**src/rtl/char_tx.sv**
```systemverilog
// Byte-oriented UART transmitter: a small circular FIFO feeding an 8N1 serializer
// whose bit period is chosen per frame from a 3-bit baud select.
module char_tx #(
    parameter int DEPTH = 4
) (
    input  logic                     i_clk,
    input  logic                     i_rst,
    input  logic [2:0]               i_baud,
    input  logic [7:0]               i_char,
    input  logic                     i_valid,
    output logic                     o_ready,
    output logic                     o_tx,
    output logic                     o_busy,
    output logic [$clog2(DEPTH):0]   o_count
);

    localparam int AW = $clog2(DEPTH);
    localparam int CW = AW + 1;

    typedef enum logic [1:0] {
        IDLE  = 2'd0,
        START = 2'd1,
        DATA  = 2'd2,
        STOP  = 2'd3
    } state_t;

    logic [7:0]    mem [DEPTH];
    logic [7:0]    data_reg;
    logic [AW-1:0] wr_ptr_reg;
    logic [AW-1:0] rd_ptr_reg;
    logic [CW-1:0] count_reg;
    state_t        state_reg, state_next;
    logic [12:0]   period_reg, period_next;
    logic [12:0]   cyc_reg, cyc_next;
    logic [2:0]    idx_reg, idx_next;
    logic          tx_reg, tx_next;
    logic          push;
    logic          pop;
    logic          bit_end;

    // Bit period in system clocks (23.04 MHz reference).
    function automatic logic [12:0] baud_period(input logic [2:0] sel);
        logic [12:0] p;
        case (sel)
            3'd0:    p = 13'd100;
            3'd1:    p = 13'd200;
            3'd2:    p = 13'd400;
            3'd3:    p = 13'd600;
            3'd4:    p = 13'd1200;
            3'd5:    p = 13'd2400;
            default: p = 13'd4800;
        endcase
        return p;
    endfunction

    assign o_ready = (count_reg < CW'(DEPTH));
    assign o_count = count_reg;
    assign o_tx    = tx_reg;
    assign o_busy  = (state_reg != IDLE);
    assign push    = i_valid && o_ready;
    assign bit_end = (cyc_reg == period_reg - 13'd1);

    always_comb begin
        state_next  = state_reg;
        period_next = period_reg;
        cyc_next    = cyc_reg + 13'd1;
        idx_next    = idx_reg;
        tx_next     = tx_reg;
        pop         = 1'b0;
        case (state_reg)
            IDLE: begin
                tx_next  = 1'b1;
                cyc_next = '0;
                if (count_reg != '0) begin
                    pop         = 1'b1;
                    state_next  = START;
                    tx_next     = 1'b0;
                    period_next = baud_period(i_baud);
                end
            end
            START: begin
                if (bit_end) begin
                    state_next = DATA;
                    cyc_next   = '0;
                    idx_next   = 3'd0;
                    tx_next    = data_reg[0];
                end
            end
            DATA: begin
                if (bit_end) begin
                    cyc_next = '0;
                    if (idx_reg == 3'd7) begin
                        state_next = STOP;
                        tx_next    = 1'b1;
                    end else begin
                        idx_next = idx_reg + 3'd1;
                        tx_next  = data_reg[idx_reg + 3'd1];
                    end
                end
            end
            STOP: begin
                if (bit_end) begin
                    cyc_next = '0;
                    // Chain straight into the next start bit when more data is queued.
                    if (count_reg != '0) begin
                        pop         = 1'b1;
                        state_next  = START;
                        tx_next     = 1'b0;
                        period_next = baud_period(i_baud);
                    end else begin
                        state_next = IDLE;
                        tx_next    = 1'b1;
                    end
                end
            end
            default: begin
                state_next = IDLE;
                tx_next    = 1'b1;
            end
        endcase
    end

    always_ff @(posedge i_clk or posedge i_rst) begin
        if (i_rst) begin
            state_reg  <= IDLE;
            period_reg <= 13'd100;
            cyc_reg    <= '0;
            idx_reg    <= '0;
            tx_reg     <= 1'b1;
            wr_ptr_reg <= '0;
            rd_ptr_reg <= '0;
            count_reg  <= '0;
        end else begin
            state_reg  <= state_next;
            period_reg <= period_next;
            cyc_reg    <= cyc_next;
            idx_reg    <= idx_next;
            tx_reg     <= tx_next;
            if (push) wr_ptr_reg <= wr_ptr_reg + 1'b1;
            if (pop)  rd_ptr_reg <= rd_ptr_reg + 1'b1;
            case ({push, pop})
                2'b10:   count_reg <= count_reg + 1'b1;
                2'b01:   count_reg <= count_reg - 1'b1;
                default: count_reg <= count_reg;
            endcase
        end
    end

    // Storage and head-of-queue read kept free of reset so they map onto RAM.
    always_ff @(posedge i_clk) begin
        if (push) mem[wr_ptr_reg] <= i_char;
        if (pop)  data_reg <= mem[rd_ptr_reg];
    end

endmodule

```
**config.mk**
```make
export PLATFORM = sky130hd
export DESIGN_NAME = char_tx
export DESIGN_NICKNAME = d
export VERILOG_FILES = /design/src/rtl/char_tx.sv
export SDC_FILE = /design/constraint.sdc
export NUM_CORES = 1
export LEC_CHECK = 0
export BUFFER_PORTS_ARGS = -buffer_cell sky130_fd_sc_hd__buf_4
export CORE_MARGIN = 10
export CORE_UTILIZATION = 30
export CTS_CLUSTER_DIAMETER = 150
export DETAILED_ROUTE_END_ITERATION = 8
export SLEW_MARGIN = 20
export SYNTH_ARGS = -nofsm -noshare
export SYNTH_HDL_FRONTEND = slang
export SYNTH_SLANG_ARGS = --single-unit
```
**constraint.sdc**
```tcl
create_clock -name i_clk -period 11 [get_ports i_clk]
set_input_delay 1.65 -clock i_clk [delete_from_list [all_inputs] [get_ports i_clk]]
set_output_delay 1.65 -clock i_clk [all_outputs]
set_load 0.005 [all_outputs]
```
* After elaboration in Yosys (flattened, before gate mapping) *
Memory sizes are Yosys's and may differ from the RTL's. A register that Yosys moved wholly into a read port is not among the register bits.
Index checks and enable logic that the tools add are counted.

operators by class
  magnitude comparators = 2
  eq/ne operators = 18
  muxes and demuxes = 31
  $add $sub $neg = 7
  reduce and logical (&&, ||, !) cells = 13

operators with widths
  cell                   number
  $pmux 13 s6            1
  $pmux 13 s2            2
  $mux 13                3
  $add 13x1->13 const B  1
  $eq 13x13->1           1
  $sub 13x1->13 const B  1
  $ne 2x2->1 const B     6
  $pmux 3 s2             2
  $mux 1                 11
  $mux 2                 5
  $eq 3x3->1 const B     3
  $mux 3                 3
  $pmux 2 s4             1
  $reduce_bool 2->1      4
  $add 3x1->3 const B    2
  $eq 2x2->1 const B     3
  $eq 3x2->1 const B     2
  $reduce_and 5->1       1
  $add 2x1->2 const B    2
  $eq 2x1->1 const B     2
  $lt 3x4->1 const B     1
  $pmux 1 s4             1
  $reduce_and 4->1       1
  $bmux 1 s3             1
  other kinds (11)       11

storage, ports and cells
  memories = 1
  output and inout port bits = 6
  register bits = 39
  logic and storage cells = 80
  bits of input ports = 14
  memory bits (writable) = 32

memories
  name  depth  bits a word  read ports  clocked after memory_dff  write ports  RTL line  RTL
  mem   4      8            1           1                         1            27        logic [7:0] mem [DEPTH];

* Logic depth before layout (Yosys ltp) *
  word-level depth = 6
  depth in mapped cells = 15
  mapped depth without buffers = 15

* Least setup slack after synthesis *
Ideal clock, no wire load.

  path type = flip-flop to flip-flop
  start = reg period_reg[2]
  end = reg count_reg[2], in the netlist o_count[2]
  setup slack = 7545 ps
  buffers on the path = 0
  data required time = 10920 ps
  library setup time = 80 ps
  clock period less this slack = 3455 ps
  arrival = 3375 ps
  stages on the path, launching flop included = 16
  cell sequence = dfstp_2 inv_1 ha_1 and2b_1 or3_1 a31oi_1 nand4_1 a21oi_1 a21oi_1 nor2_1 ha_1 inv_1 fa_1 xor2_1 nor2_1 xnor2_1

on the way
  cells in the longest elaborated chain, start to end = 6
  elaborated cells on any way between the ends = 8
  classes of those cells = add/sub: 1; eq/ne: 3; mux: 3; reduce/logical: 1

RTL lines
  what                                             RTL line  RTL
  start: declaration                               33        logic [12:0] period_reg, period_next;
  start signal: assignment                         135       period_reg <= period_next;
  $sub 13x1->13 *                                  61        assign bit_end = (cyc_reg == period_reg - 13'd1);
  $eq 13x13->1 *                                   61
  $mux 1 *                                         102       if (bit_end) begin
  $pmux 1 s2 *                                     70        case (state_reg)
  net pop                                          38        logic pop;
  $eq 2x1->1 or $eq 2x2->1 (tied branches)         141       case ({push, pop})
  $pmux 3 s2 or $reduce_bool 2->1 (tied branches)  --
  end signal: assignment                           142       2'b10: count_reg <= count_reg + 1'b1;
  end signal: assignment                           143       2'b01: count_reg <= count_reg - 1'b1;
  end signal: assignment                           144       default: count_reg <= count_reg;
  end: declaration                                 31        logic [CW-1:0] count_reg;

The timed path passes the listed nets; every way through them passes the cells marked *.
A chain may end at the register's enable or synchronous reset.

* Worst setup path in the final report *
Same ends and word-level chain as after synthesis.

==> flow_metrics.tcl <==
set metrics [dict create \
    post-dp-hpwl_mm 4.91 \
    syn_inst 307 \
    outcome "finished clean" \
    grt.overflow.total 0 \
    vias 2347 \
    worstSetupEndpointType "register" \
    hold_class "reg2reg" \
    drc_errors 0 \
    clock_latency_ps 340 \
    grt_pass1_wl_mm 11.8 \
    final-hold-violation-count 0 \
    reg2reg_slack_ps 7060 \
    power_density_nw_per_um2 254 \
    diodes 0 \
    critPathLaunchType "register" \
    nets 359 \
    max_freq_mhz 254 \
    yosys_most_used_dff "edfxtp_1" \
    maxSlewViolCount 0 \
    grt_antenna_before_repair 0 \
    cts_tree "yes" \
    viasPerCell 4.63 \
    ys_seq_area_frac 0.552 \
    clock_skew_ps 6.50 \
    wl_per_cell_um 13.6 \
    clkSinkCount 77 \
    core_um2 12600 \
    syn_nets 336 \
    arrival_ps 4200 \
    die-area_um2 17800 \
    layoutNonFillerInstCount 507 \
    grt_max_degree 38 \
    cts_setup_buffers 0 \
    worst_slew_pin_slew_ps 898 \
    post-route-period-util 0.358 \
    synth.distinct_cells 52 \
    regArea_um2 2130 \
    synth_edf_count 40 \
    ir_drop_mv 0.127 \
    initial_core_util 0.306 \
    power_leakage_nw 1.79 \
    path_clk_slew_ps 60 \
    largest_reg_flops 32 \
    ios 20 \
    final_antenna_net_count 0 \
    die_y_um 133 \
    rows 41 \
    wl_mm 6.89 \
    drive_above_1_share 0.203 \
    cp_max_fo 9 \
    setup_viol 0 \
    grtUsageTotal 0.0813 \
    cts_resized 0 \
    syn2layout_area_growth_pct 15.8 \
    async_flop_share 0.481 \
    cts_buffers 9 \
    die_w_um 133 \
    multiInputGateArea_um2 1610 \
    drt_first_pass_iters 4 \
    maxCapViolations 0 \
    avgSynthCellArea_um2 12.6 \
    cts-root-buf "clkbuf_16" \
    fillers 1263 \
    setup_tns_ps 0 \
    yosys_warnings 0 \
    clockBufferDepth 2 \
    period_needed_ps 3940 \
    portBuffers 19 \
    gp_congestion 0.768 \
    total_power_mw 1.14 \
    dp.cells 491 \
    cts.htree.levels 3 \
    grt_pass1_vias 2354 \
    grt_setup_unrepaired "false" \
    slew-limit-headroom 0.401 \
    cp.required_ps 11260 \
    critPathKind "reg2reg" \
    ys_ff_latch 77 \
    postCtsHoldBufs 0 \
    drt-initial-drc-count 184 \
    synth_area_um2 3860 \
]
## critical path, stage by stage, from the launching register on
cell and delay, ps:
dfstp_2 580, inv_1 50, ha_1 280, and2b_1 180
or3_1 350, a31oi_1 180, nand4_1 130, a21oi_1 280
a21oi_1 110, nor2_1 600, ha_1 320, inv_1 60
fa_1 370, xor2_1 150, nor2_1 110, xnor2_1 120
## report_power, final
| part | switching (mW) | internal [mW] | total (mW) |
|---|---|---|---|
| combinational | 0.198 | 0.198 | 0.396 |
| sequential | 0.0704 | 0.387 | 0.458 |
| clock | 0.126 | 0.158 | 0.284 |
## worst paths after layout
| check | endpoint | cells after the start | startpoint |
|---|---|---|---|
| max in group asynchronous | period_reg[2] | 3 | i_rst |
| max reg2reg | o_count[2] | 15 | period_reg[2] |
| min | o_tx | 2 | o_tx |
| min in group asynchronous | period_reg[8] | 3 | i_rst |
| max | o_count[2] | 15 | period_reg[2] |
| min reg2reg | o_tx | 2 | o_tx |
## cell type report
type,count,share of cell area
timing repair buffer,20,0.0336
sequential,77,0.477
clock inverter,7,0.0140
tap,172,0.0481
clock buffer,9,0.0503
inverter,21,0.0176
multi-input combinational,201,0.360
## kinds of logic (layout without fill, tap and decap cells)
family          after synthesis  after routing  share of synthesized area
buf+inv                      29             57                     0.0314
mux                          25             25                      0.108
simple gates                 95             95                      0.128
xor+xnor                     27             27                     0.0612
fa+ha+maj                    15             15                     0.0505
compound gates               39             39                     0.0690
flops                        77             77                      0.552
## per-stage QoR
stage                     hold slack, ps  area, µm²  worst slack (ps)   util
after floorplan                      447       3860              7550      -
after global placement               461       4190              7170  0.332
after detailed placement             466       4190              7030  0.332
after CTS                            475       4470              7030  0.355
after global routing                 491       4470              6700  0.355
final                                473       4470              7060  0.355
## synthesized netlist by cell type, types with 2 or more instances
master	n	share of area
ha_1	14	0.045
mux2i_1	4	0.010
nand2_1	15	0.015
inv_1	20	0.019
a31oi_1	2	0.0032
edfxtp_1	40	0.31
nand3_1	10	0.013
mux2_2	3	0.0087
nor4_1	3	0.0049
clkbuf_1	2	0.0019
nor2b_1	6	0.0097
dfrtp_1	33	0.21
o21ai_0	11	0.014
xor2_1	13	0.029
mux4_2	10	0.058
nor2_1	21	0.020
and3b_1	2	0.0045
nor3_1	9	0.012
or3_1	4	0.0065
buf_1	3	0.0029
a211oi_1	2	0.0039
xnor2_1	14	0.032
a22o_1	3	0.0068
or2_2	3	0.0049
a21oi_1	9	0.012
and3_1	7	0.011
nand2b_1	4	0.0065
and2_1	5	0.0081
dfstp_2	4	0.027
nand4_1	2	0.0032
mux2_4	8	0.031
## cells in the final DEF (no fill, tap or decap), drive strengths merged, types with 11 or more instances in the layout
cell	synthesis	layout
buf	6	20
edfxtp	40	40
o21ai	11	11
dfrtp	33	33
mux2	11	11
xnor2	14	14
ha	14	14
nor2	21	21
inv	20	25
nand2	15	15
xor2	13	13
## layer usage
layer / part of all wire / track usage / up-vias
met5: 0 / 0 / -
met4: 0.014 / 0.0326 / 0
met3: 0.050 / 0.0244 / 6
met2: 0.45 / 0.119 / 54
met1: 0.49 / 0.109 / 1119
li1: - / - / 1168
No activity file was read; power rests on OpenSTA's default activity.
